===== config.mk =====
export PLATFORM = sky130hd
export DESIGN_NAME = seq_detector_param
export DESIGN_NICKNAME = d
export VERILOG_FILES = /design/src/rtl/seq_det_pkg.sv /design/src/rtl/seq_match_counter.sv /design/src/rtl/seq_detector_param.sv
export SDC_FILE = /design/constraint.sdc
export NUM_CORES = 1
export LEC_CHECK = 0
export CAP_MARGIN = 20
export CORE_UTILIZATION = 40
export CTS_BUF_LIST = sky130_fd_sc_hd__clkbuf_2 sky130_fd_sc_hd__clkbuf_4 sky130_fd_sc_hd__clkbuf_8
export DETAILED_ROUTE_END_ITERATION = 10
export HOLD_SLACK_MARGIN = 0.08
export RECOVER_POWER = 50
export SYNTH_ARGS = -nofsm -noshare
export SYNTH_HDL_FRONTEND = slang
export SYNTH_SLANG_ARGS = --single-unit
export TNS_END_PERCENT = 30

===== constraint.sdc =====
create_clock -name clk -period 2.63 [get_ports clk]
set_input_delay 0.526 -clock clk [delete_from_list [all_inputs] [get_ports clk]]
set_output_delay 0.526 -clock clk [all_outputs]
set_load 0.005 [all_outputs]

===== src/rtl/seq_det_pkg.sv =====
// Shared types and helpers for the programmable serial pattern detector.
package seq_det_pkg;

  typedef enum logic {FILL = 1'b0, ARMED = 1'b1} seq_state_t;

  localparam int unsigned DEF_MAX_LEN = 8;
  localparam int unsigned LEN_W       = $clog2(DEF_MAX_LEN + 1);

  function automatic int unsigned clamp_len(input int unsigned len, input int unsigned max_len);
    if (len > max_len) begin
      return max_len;
    end else begin
      return len;
    end
  endfunction

endpackage


===== src/rtl/seq_match_counter.sv =====
// Saturating match counter; a clear request takes priority over an increment.
module seq_match_counter #(
  parameter int unsigned CNT_W = 16
) (
  input  logic             clk,
  input  logic             rst,
  input  logic             inc,
  input  logic             clr,
  output logic [CNT_W-1:0] count
);

  logic [CNT_W-1:0] cnt_r;

  // Count register: clear wins, otherwise increment until all-ones.
  always_ff @(posedge clk or negedge rst) begin
    if (!rst) begin
      cnt_r <= {CNT_W{1'b0}};
    end else if (clr) begin
      cnt_r <= {CNT_W{1'b0}};
    end else if (inc && (cnt_r != {CNT_W{1'b1}})) begin
      cnt_r <= cnt_r + {{(CNT_W-1){1'b0}}, 1'b1};
    end else begin
      cnt_r <= cnt_r;
    end
  end

  assign count = cnt_r;

endmodule


===== src/rtl/seq_detector_param.sv =====
// Runtime-programmable serial bit-pattern detector with overlap control,
// in_valid qualification and a saturating match counter.
module seq_detector_param
  import seq_det_pkg::*;
#(
  parameter int unsigned        MAX_LEN         = 8,
  parameter int unsigned        CNT_W           = 16,
  parameter logic [MAX_LEN-1:0] DEFAULT_PATTERN = MAX_LEN'(4'b1011),
  parameter int unsigned        DEFAULT_LEN     = 4,
  localparam int unsigned       LW              = $clog2(MAX_LEN + 1)
) (
  input  logic               clk,
  input  logic               rst,
  input  logic               cfg_we,
  input  logic [MAX_LEN-1:0] cfg_pattern,
  input  logic [LW-1:0]      cfg_len,
  input  logic               cfg_overlap,
  input  logic               clr_count,
  input  logic               in_valid,
  input  logic               in,
  output logic               out,
  output logic [CNT_W-1:0]   match_count,
  output logic               armed
);

  localparam logic [LW-1:0] LEN_ONE = LW'(1);

  seq_state_t         state_r, state_nx_s;
  logic [MAX_LEN-1:0] pat_r, pat_nx_s, hist_r, hist_nx_s, mask_s, cand_s;
  logic [LW-1:0]      len_r, len_nx_s, fill_r, fill_nx_s;
  logic               ovl_r, ovl_nx_s, out_r, out_nx_s;
  logic               in_bit_s, cfg_load_s, accept_s, full_s, match_s;

  // Qualified input bit, candidate window and masked compare (X on in is blocked when idle).
  always_comb begin
    cfg_load_s = cfg_we && (cfg_len != {LW{1'b0}});
    accept_s   = in_valid && !cfg_load_s;
    if (in_valid) begin
      in_bit_s = in;
    end else begin
      in_bit_s = 1'b0;
    end
    cand_s = (hist_r << 1) | MAX_LEN'(in_bit_s);
    for (int i = 0; i < MAX_LEN; i++) begin
      mask_s[i] = (LW'(i) < len_r);
    end
    // The bit arriving now completes the window when fill is one short of len.
    full_s  = (state_r == ARMED) || (fill_r == (len_r - LEN_ONE));
    match_s = accept_s && full_s && ((cand_s & mask_s) == (pat_r & mask_s));
  end

  // Next-state: config load beats a same-cycle data bit; non-overlap restarts the fill.
  always_comb begin
    state_nx_s = state_r;
    pat_nx_s   = pat_r;
    len_nx_s   = len_r;
    ovl_nx_s   = ovl_r;
    hist_nx_s  = hist_r;
    fill_nx_s  = fill_r;
    out_nx_s   = 1'b0;
    if (cfg_load_s) begin
      pat_nx_s   = cfg_pattern;
      len_nx_s   = LW'(clamp_len(32'(cfg_len), MAX_LEN));
      ovl_nx_s   = cfg_overlap;
      hist_nx_s  = {MAX_LEN{1'b0}};
      fill_nx_s  = {LW{1'b0}};
      state_nx_s = FILL;
    end else if (accept_s) begin
      out_nx_s  = match_s;
      hist_nx_s = cand_s;
      if (match_s && !ovl_r) begin
        hist_nx_s  = {MAX_LEN{1'b0}};
        fill_nx_s  = {LW{1'b0}};
        state_nx_s = FILL;
      end else begin
        if (fill_r < len_r) begin
          fill_nx_s = fill_r + LEN_ONE;
        end else begin
          fill_nx_s = fill_r;
        end
        if (fill_nx_s == len_r) begin
          state_nx_s = ARMED;
        end else begin
          state_nx_s = FILL;
        end
      end
    end else begin
      out_nx_s = 1'b0;
    end
  end

  // State, configuration, history and strobe registers.
  always_ff @(posedge clk or negedge rst) begin
    if (!rst) begin
      state_r <= FILL;
      pat_r   <= DEFAULT_PATTERN;
      len_r   <= LW'(DEFAULT_LEN);
      ovl_r   <= 1'b1;
      hist_r  <= {MAX_LEN{1'b0}};
      fill_r  <= {LW{1'b0}};
      out_r   <= 1'b0;
    end else begin
      state_r <= state_nx_s;
      pat_r   <= pat_nx_s;
      len_r   <= len_nx_s;
      ovl_r   <= ovl_nx_s;
      hist_r  <= hist_nx_s;
      fill_r  <= fill_nx_s;
      out_r   <= out_nx_s;
    end
  end

  seq_match_counter #(.CNT_W(CNT_W)) u_cnt (
    .clk   (clk),
    .rst   (rst),
    .inc   (match_s),
    .clr   (clr_count),
    .count (match_count)
  );

  assign out   = out_r;
  assign armed = (state_r == ARMED);

endmodule


==> flow_summary_export.csv, run 1 <==
group,metric,value,unit
status,status,"completed",
yosys,synthArstFlopShare,100,%
timing,finalSetupViolations,0,
drt,drtPass1Iterations,4,
critical_path,cp_max_fo,12,
clock_tree,cts_hold_buf,0,
yosys,synthDistinctLibCells,41,
grt,grt_pass1_vias,2034,
yosys,syn_area_per_cell,9.34,um2
drt,drt_iter0_markers,104,
final_layout,antenna_cells,0,
clock_tree,tritoncts,"built",
final_layout,area_growth_syn_to_layout,27.8,%
clock_tree,clkTransAtPathRegs,0.08,ns
yosys,synth_ff_type,"dfrtp_1",
pwr,ir_drop,324,uV
flow_run,drv_cap,0,
timing,final.min_clock_period,2.53,ns
final_layout,final_nets,340,
yosys,syn_nets,288,
clock_tree,cts_max_level,2,
grt,grtUsageTotal,19.1,%
critical_path,startpoint_type,"input port",
yosys,synth_seq_cells,42,
pwr,p_per_area,472,nW/um2
final_layout,n_fill_cell,530,
yosys,yosysWarnings,0,
final_layout,final_cells,384,
clock_tree,cts_sinks,42,
final_layout,utilization,54.5,%
yosys,synth_area,2420,um2
grt,grt_pass1_wl,9490,um
placed_design,dp_cells,374,
drt,wl_per_cell,14.5,um
critical_path,worstPathRequired,2.85,ns
critical_path,cp.arrival,2.75,ns
floorplan,die_y,79.8,um
floorplan,io_pins,37,
placed_design,place.port_buffers,36,
min_path,hp-class,"input port to async pin",
timing,relSlewSlack,37.1,%
clock_tree,clkLatencyLatePin,0.30,ns
timing,fmax,395,MHz
yosys,syn_inst,259,
timing,final.setup_skew,0.0113,ns
grt,antenna_found_initial,0,
critical_path,crit_path_end_kind,"flop",
drt,wl,5550,um
yosys,synth_edf_count,0,
drt,ant_nets,0,
floorplan,die_area,6360,um2
clock_tree,cts_buffers,5,
grt,grt_overflow,0,
floorplan,initial_core_util,42.6,%
drt,drc_errors,0,
floorplan,fp.dieW,79.8,um
grt,grt_max_degree,43,
drt,vias_per_cell,5.38,
timing,finalMaxSlewViolations,0,
floorplan,placeableCoreArea,5680,um2
pwr,leakagePower,1.36,nW
critical_path,critical_path_class,"input port to flop",
placed_design,post-dp-hpwl,3900,um
placed_design,gp_congestion,0.751,
yosys,ys_seq_area_share,43.7,%
timing,hold_violations,0,
clock_tree,cts-root-buf,"clkbuf_8",
floorplan,rows,27,
final_layout,drive_gt1_share,13.1,%
timing,max_slew.worst_pin.slew,0.943,ns
clock_tree,clockBufferDepth,2,
drt,num_vias,2064,
timing,period_share,96.3,%
[kinds of logic (layout without fill, tap and decap cells)]
family	count (synthesis)	in the layout	share of synthesized area, %
simple gates	98	98	20.3
fa+ha+maj	10	10	5.17
compound gates	62	62	17.6
mux	3	3	1.24
xor+xnor	20	20	8.12
buf+inv	24	77	3.88
flops	42	42	43.7
[worst paths after layout]
check | startpoint | to | slack, ns | cells past startpoint
hold / removal | rst | len_r[3] | 0.37 | 1
min in group clk | pat_r[3] | pat_r[3] | 0.47 | 2
max in group asynchronous | rst | u_cnt.count[10] | 1.67 | 1
hold reg to reg | pat_r[3] | pat_r[3] | 0.47 | 2
setup / recovery | cfg_len[2] | u_cnt.count[11] | 0.1 | 8
setup reg to reg | len_r[0] | u_cnt.count[11] | 0.26 | 9
[cell usage in the layout, fill, tap and decap left out, types with 6 or more instances in the layout]
cell type / instances
o21ai_0: 15
buf_4: 15
nor2_1: 15
clkdlybuf4s50_1: 32
xor2_1: 10
nand3_1: 8
or3_1: 6
o31ai_1: 6
nand2_1: 40
inv_1: 14
xnor2_1: 8
ha_1: 10
or4_1: 6
a22o_1: 8
a21oi_1: 16
dfrtp_1: 37
[worst max-delay path: stages]
cell and delay [ns]:
clkdlybuf4s50_1 0.47, o41ai_4 0.33, o211ai_1 0.16, a211oi_2 0.28, nand4_2 0.16, buf_12 0.18, or4_1 0.49, a21oi_2 0.15
[sequential cells by signal, summed over array words and instances, names as in the netlist]
name         flops
fill_r           4
hist_r           7
len_r            4
u_cnt.count     16
ovl_r            1
armed            1
out              1
pat_r            8
[metrics by stage]
| stage | setup WS, ns | total power, mW | area [um2] | hold WS, ns | TNS [ns] |
|---|---|---|---|---|---|
| 2_1_floorplan | 0.326 | 0.922 | 2420 | 0.230 | 0 |
| 3_3_place_gp | -0.186 | 1.04 | 2960 | 0.450 | -1.06 |
| 3_5_place_dp | -0.232 | 1.04 | 2960 | 0.469 | -1.77 |
| 4_1_cts | 0.0770 | 1.48 | 3050 | 0.402 | 0 |
| 5_1_grt | -0.00339 | 1.54 | 3090 | 0.453 | -0.00339 |
| 6_report | 0.0962 | 1.46 | 3090 | 0.374 | 0 |
[synth_stat cells, types with 2 or more instances]
master    count  area, um2
nand4_1       4       25.0
buf_2         3       15.0
nand3_1       8       40.0
dfstp_2       5        131
a31o_2        2       17.5
o21ai_0      15       75.1
nand2b_1      3       18.8
a31oi_1       3       18.8
ha_1         10        125
or2_2         2       12.5
o211ai_1      2       15.0
nand2_1      40        150
nand3b_1      5       37.5
or4_1         6       45.0
xor2_1       10       87.6
or3_1         6       37.5
clkbuf_1      6       22.5
a21oi_1      18       90.1
dfrtp_1      37        926
o31ai_1       6       45.0
and3_1        2       12.5
a211oi_1      2       15.0
inv_1        14       52.6
and4_1        2       17.5
xnor2_1       8       70.1
nor2_1       15       56.3
a22o_1        8       70.1
mux2i_1       3       30.0
nor3_1        2       10.0
[area by class of cell]
cell class,count,area [um2],area share (%)
Clock inverter,2,13.8,0.445
Inverter,14,52.6,1.70
Clock buffer,6,76.3,2.47
Tap cell,72,90.1,2.91
Multi-Input combinational cell,193,1280,41.3
Timing Repair Buffer,55,526,17.0
Sequential cell,42,1060,34.2
[timing repair]
item	CTS	global route
buffers inserted	0	1
resized for setup	0	4
endpoints found under the setup margin	0	2
endpoints found under the hold margin	0	0
[power by group]
group | total, mW | internal, mW | switching [mW] | leakage, nW
clock network | 0.432 | 0.198 | 0.234 | 0.0486
registers | 0.720 | 0.683 | 0.0373 | 0.554
logic | 0.306 | 0.147 | 0.159 | 0.753
total | 1.46 | 1.03 | 0.430 | 1.36
[per-layer routing]
layer	up-vias	track usage (%)	part of all wire [%]
li1	1026	-	-
met1	995	26.1	50
met2	37	31.2	46
met3	6	3.09	3.3
met4	0	5.36	0.92
met5	-	0	0
Note: power is estimated with default switching activity, not from simulation.
==> run 2: changes to the inputs <==
--- a/config.mk
+++ b/config.mk
@@ -5,9 +5,8 @@
 export SDC_FILE = /design/constraint.sdc
 export NUM_CORES = 1
 export LEC_CHECK = 0
-export CAP_MARGIN = 20
+export CAP_MARGIN = 25
 export CORE_UTILIZATION = 40
-export CTS_BUF_LIST = sky130_fd_sc_hd__clkbuf_2 sky130_fd_sc_hd__clkbuf_4 sky130_fd_sc_hd__clkbuf_8
 export DETAILED_ROUTE_END_ITERATION = 10
 export HOLD_SLACK_MARGIN = 0.08
 export RECOVER_POWER = 50
==> run 2 against run 1 <==
  * The flow now finishes with violations (capacitance limit, slew limit)
  * Sequential share of layout area down 0.083 points
  * Sequential cell count is the same
  * Via count increased by 0.24%
  * Maximum frequency up 0.12%
  * Global-route usage did not move
  * Sequential power about the same
  * Utilization up 0.13 points
  * Setup slack improved by 0.0030 ns
  * Count of clock-buffer cells in the layout unchanged
  * Largest power group unchanged
==> flow_summary_export.csv, run 2 (synthesis gave the netlist of run 1 again) <==
group,metric,value,unit
grt,grt_overflow,0,
clock_tree,cts_buffers,5,
timing,finalSetupViolations,0,
final_layout,ff_latch_area,1060,um2
status,status,"finished with violations",
critical_path,timing.rr.start,"len_r[0]",
clock_tree,cts_sinks,42,
drt,wl,5550,um
floorplan,io_pins,37,
floorplan,rows,27,
timing,final.setup_skew,0.00979,ns
pwr,finalPower,1.44,mW
placed_design,post-dp-hpwl,3900,um
timing,holdWs,0.184,ns
timing,finalMaxSlewViolations,42,
floorplan,initial_core_util,42.6,%
critical_path,critical_path_class,"input port to flop",
critical_path,cp_max_fo,12,
pwr,ir_drop,324,uV
floorplan,die_area,6360,um2
grt,grtUsageTotal,19.1,%
clock_tree,clockBufferDepth,2,
drt,drt_iter0_markers,104,
critical_path,path_cells,"clkdlybuf4s50_1 > o41ai_4 > o211ai_1 > a211oi_2 > nand4_2 > buf_12 > or4_1 > a21oi_2",
final_layout,largest_register_ffs,16,
final_layout,final_nets,341,
flow_run,drv_cap,1,
final_layout,antenna_cells,0,
pwr,p_per_area,466,nW/um2
pwr,leakagePower,1.36,nW
critical_path,crit_path_end_kind,"flop",
placed_design,place_ws,-0.232,ns
grt,antenna_found_initial,0,
clock_tree,cts-root-buf,"clkbuf_8",
clock_tree,tritoncts,"built",
grt,grt_pass1_vias,2034,
drt,vias_per_cell,5.37,
critical_path,worstPathRequired,2.84,ns
drt,drtPass1Iterations,4,
critical_path,reg2reg_depth,9,
drt,drc_errors,0,
timing,period_share,96.2,%
final_layout,layout_common_cells,"40 x nand2_1, 37 x dfrtp_1, 32 x clkdlybuf4s50_1",
critical_path,slowest_stage,"or4_1",
clock_tree,clkTransAtPathRegs,0.08,ns
grt,grt_max_degree,43,
floorplan,fp.dieW,79.8,um
clock_tree,clkLatencyLatePin,0.30,ns
critical_path,r2r_end,"u_cnt.count[11]",
critical_path,startpoint_type,"input port",
placed_design,place_area,2960,um2
clock_tree,cts_max_level,2,
clock_tree,cts_hold_buf,0,
timing,final.min_clock_period,2.53,ns
critical_path,cp.arrival,2.75,ns
placed_design,gp_congestion,0.751,
final_layout,n_fill_cell,532,
final_layout,final_common_cell,"nand2_1",
final_layout,utilization,54.6,%
status,violations,"capacitance limit, slew limit",
timing,max_slew.worst_pin.slew,1.83,ns
timing,fmax,395,MHz
timing,final.setup.worst_slack,0.0991,ns
final_layout,area_growth_syn_to_layout,28.1,%
timing,relSlewSlack,-21.9,%
min_path,hp-class,"input port to async pin",
drt,ant_nets,0,
timing,hold_violations,0,
placed_design,place.port_buffers,36,
final_layout,drive_gt1_share,12.5,%
drt,wl_per_cell,14.4,um
grt,grt_pass1_wl,9490,um
drt,num_vias,2069,
final_layout,multi_input_area,1280,um2
floorplan,die_y,79.8,um
final_layout,fin_area,3100,um2
floorplan,placeableCoreArea,5680,um2
critical_path,cp_slowest_stage_delay,0.49,ns
critical_path,r2r_slack,0.26,ns
==> run 2: timing repair <==
item / 4_1_cts / 5_1_grt
endpoints found under the hold margin: 0 / 0
gates resized for setup: 0 / 4
buffers inserted: 0 / 1
endpoints found under the setup margin: 0 / 2
==> run 2: final cells by class <==
type	instances	share of cell area (%)
flip-flops and latches	42	34.1
clock buffers	6	2.34
multi-input cells	193	41.2
well taps	72	2.91
clock inverters	2	0.444
inverters	14	1.70
repair buffers	56	17.3
==> run 2: metrics by stage <==
stage,setup TNS [ns],cells
final,0,385
after global routing,-0.00327,385
after CTS,0,382
after detailed placement,-1.77,374
after global placement,-1.06,374
after floorplan,0,259
==> run 2: power breakdown <==
group	leakage (nW)	switching [mW]	total [mW]	internal [mW]
Combinational	0.764	0.159	0.307	0.148
Clock	0.0452	0.230	0.417	0.188
Sequential	0.554	0.0372	0.720	0.683
==> run 2: layer usage <==
layer | global-route usage (%) | share of wire (%) | routed length [um] | up-vias
li1 | - | - | - | 1026
met1 | 26.1 | 49 | 2720 | 995
met2 | 31.2 | 47 | 2580 | 41
met3 | 3.09 | 3.3 | 184 | 7
met4 | 5.36 | 1.1 | 61 | 0
met5 | 0 | 0 | 0 | -
==> run 2: critical path, delay by kind of cell <==
family	cells	cell delay, ns
and+or+nand+nor	2	0.65
AOI/OAI and AO/OA	4	0.92
buffers and inverters	2	0.65
==> run 2: worst max-delay path by stage <==
| stage | slack [ns] | cells past startpoint | startpoint | end |
|---|---|---|---|---|
| 6_report | 0.1 | 8 | cfg_len[2] | u_cnt.count[11] |
| 5_1_grt | -0.003 | 8 | cfg_len[2] | u_cnt.count[9] |
| 4_1_cts | 0.08 | 8 | cfg_len[0] | u_cnt.count[11] |
| 3_5_place_dp | -0.23 | 8 | cfg_len[0] | u_cnt.count[11] |
| 3_3_place_gp | -0.19 | 8 | cfg_len[0] | u_cnt.count[11] |
| 2_1_floorplan | 0.33 | 10 | len_r[0] | u_cnt.count[10] |
==> run 3: changes to the inputs <==
==> constraint.sdc (replaced) <==
create_clock -name clk -period 2.6 [get_ports clk]
set_input_delay 0.52 -clock clk [delete_from_list [all_inputs] [get_ports clk]]
set_output_delay 0.52 -clock clk [all_outputs]
set_load 0.005 [all_outputs]
==> run 3 against run 2 <==
  * The flow now finishes without violations
  * Clock power rose by 5.5%
  * Die area unchanged
  * Cell count grew 0.26%
  * Count of clock-buffer cells in the layout increased by 1
  * Global-route usage fell by 0.24 points
  * Largest cell class unchanged
  * Routed wire length is 0.87% lower
  * Critical endpoint unchanged
  * Sequential power rose by 1%
==> flow_summary_export.csv, run 3 (synthesis gave the netlist of run 1 again) <==
group,metric,value,unit
timing,finalMaxSlewViolations,0,
final_layout,final_nets,342,
grt,grt_max_degree,23,
grt,grtUsageTotal,18.9,%
final_layout,final_cells,386,
pwr,pwr-share-clk,29.7,%
drt,vias_per_cell,5.35,
min_path,hp-class,"input port to async pin",
critical_path,worstPathRequired,2.82,ns
final_layout,utilization,54.7,%
placed_design,place.port_buffers,36,
placed_design,dp_cells,376,
drt,wl,5500,um
pwr,seq_power_share,49.2,%
grt,grt_pass1_vias,1888,
floorplan,io_pins,37,
final_layout,largest_register_ffs,16,
timing,max_slew.worst_pin.slew,0.893,ns
clock_tree,cts_max_level,2,
final_layout,area_growth_syn_to_layout,28.2,%
pwr,swShare,28.7,%
final_layout,layout_common_cells,"40 x nand2_1, 37 x dfrtp_1, 30 x clkdlybuf4s50_1",
critical_path,critical_path_class,"input port to flop",
drt,num_vias,2066,
placed_design,post-dp-hpwl,4020,um
floorplan,die_y,79.8,um
timing,rsz0062_at_grt,"false",
timing,period_share,92.9,%
drt,drtPass1Iterations,4,
clock_tree,tritoncts,"built",
pwr,leakagePower,1.37,nW
drt,drc_errors,0,
grt,antenna_found_initial,0,
placed_design,gp_congestion,0.755,
final_layout,drive_gt1_share,12.4,%
pwr,finalPower,1.48,mW
final_layout,antenna_cells,0,
timing,final.setup_skew,0.00661,ns
critical_path,cp.arrival,2.63,ns
pwr,p_int,1.05,mW
critical_path,crit_path_end_kind,"flop",
timing,holdWs,0.286,ns
floorplan,fp.dieW,79.8,um
pwr,p_per_area,477,nW/um2
final_layout,final_common_cell,"nand2_1",
drt,ant_nets,0,
floorplan,placeableCoreArea,5680,um2
critical_path,cp_max_fo,11,
grt,grt_pass1_wl,9210,um
pwr,ir_drop,228,uV
clock_tree,cts_hold_buf,0,
clock_tree,clockBufferDepth,2,
flow_run,drv_cap,0,
grt,grt_overflow,0,
timing,final.min_clock_period,2.41,ns
timing,fmax,414,MHz
clock_tree,clkTransAtPathRegs,0.08,ns
clock_tree,cts-root-buf,"clkbuf_8",
clock_tree,clkLatencyLatePin,0.30,ns
timing,finalSetupViolations,0,
drt,drt_iter0_markers,87,
drt,wl_per_cell,14.2,um
pwr,p_comb_share,21.1,%
floorplan,initial_core_util,42.6,%
timing,setup_tns,0,ns
timing,hold_violations,0,
critical_path,startpoint_type,"input port",
clock_tree,cts_sinks,42,
timing,relSlewSlack,40.4,%
pwr,netSwitchingPower,0.426,mW
clock_tree,cts_buffers,5,
floorplan,die_area,6360,um2
status,status,"completed",
floorplan,rows,27,
## run 3: worst max-delay path, stage by stage
cell and delay, ns:
clkdlybuf4s50_1 0.46, o41ai_4 0.24, o211ai_1 0.16, a211oi_2 0.28
nand4_2 0.16, buf_12 0.18, or4_1 0.48, a21oi_2 0.15
## run 3: area by class of cell
type	count	area, um2
Sequential cell	42	1060
Inverter	14	52.6
Fill cell	535	2570
Clock buffer	7	86.3
Timing Repair Buffer	57	538
Tap cell	72	90.1
Clock inverter	1	5.00
Multi-Input combinational cell	193	1270
## run 3: what timing repair did
item	in CTS	in global routing
endpoints found under the setup margin	0	4
resized for setup	0	4
buffers inserted	0	1
## run 3: layer usage
layer	global-route usage (%)	vias up	part of all wire, %
met4	5.89	0	1.2
met5	0	-	0
li1	-	1029	-
met3	3.54	6	3.1
met1	27.3	1005	52
met2	28.3	26	44
## run 3: power groups by stage
stage	combinational, mW	sequential (mW)	clock (mW)
final	0.313	0.728	0.440
after global routing	0.352	0.734	0.484
after CTS	0.319	0.728	0.459
after detailed placement	0.316	0.741	0
after global placement	0.311	0.741	0
after floorplan	0.203	0.730	0
## run 3: metrics by stage
step	area [um2]	setup WS, ns
detailed placement	2980	-0.238
finish	3100	0.185
floorplan	2420	0.296
CTS	3070	0.0766
global placement	2980	-0.208
global route	3100	0.0425
## run 3: worst paths after layout
kind	slack (ns)	depth (start not counted)	endpoint	from
worst min register to register	0.46	2	ovl_r	ovl_r
worst max-delay path	0.19	8	u_cnt.count[11]	cfg_len[0]
worst min-delay path	0.29	1	u_cnt.count[5]	rst
max in group asynchronous	1.04	2	fill_r[3]	rst
min in group clk	0.46	2	ovl_r	ovl_r
worst max register to register	0.23	9	u_cnt.count[11]	len_r[0]
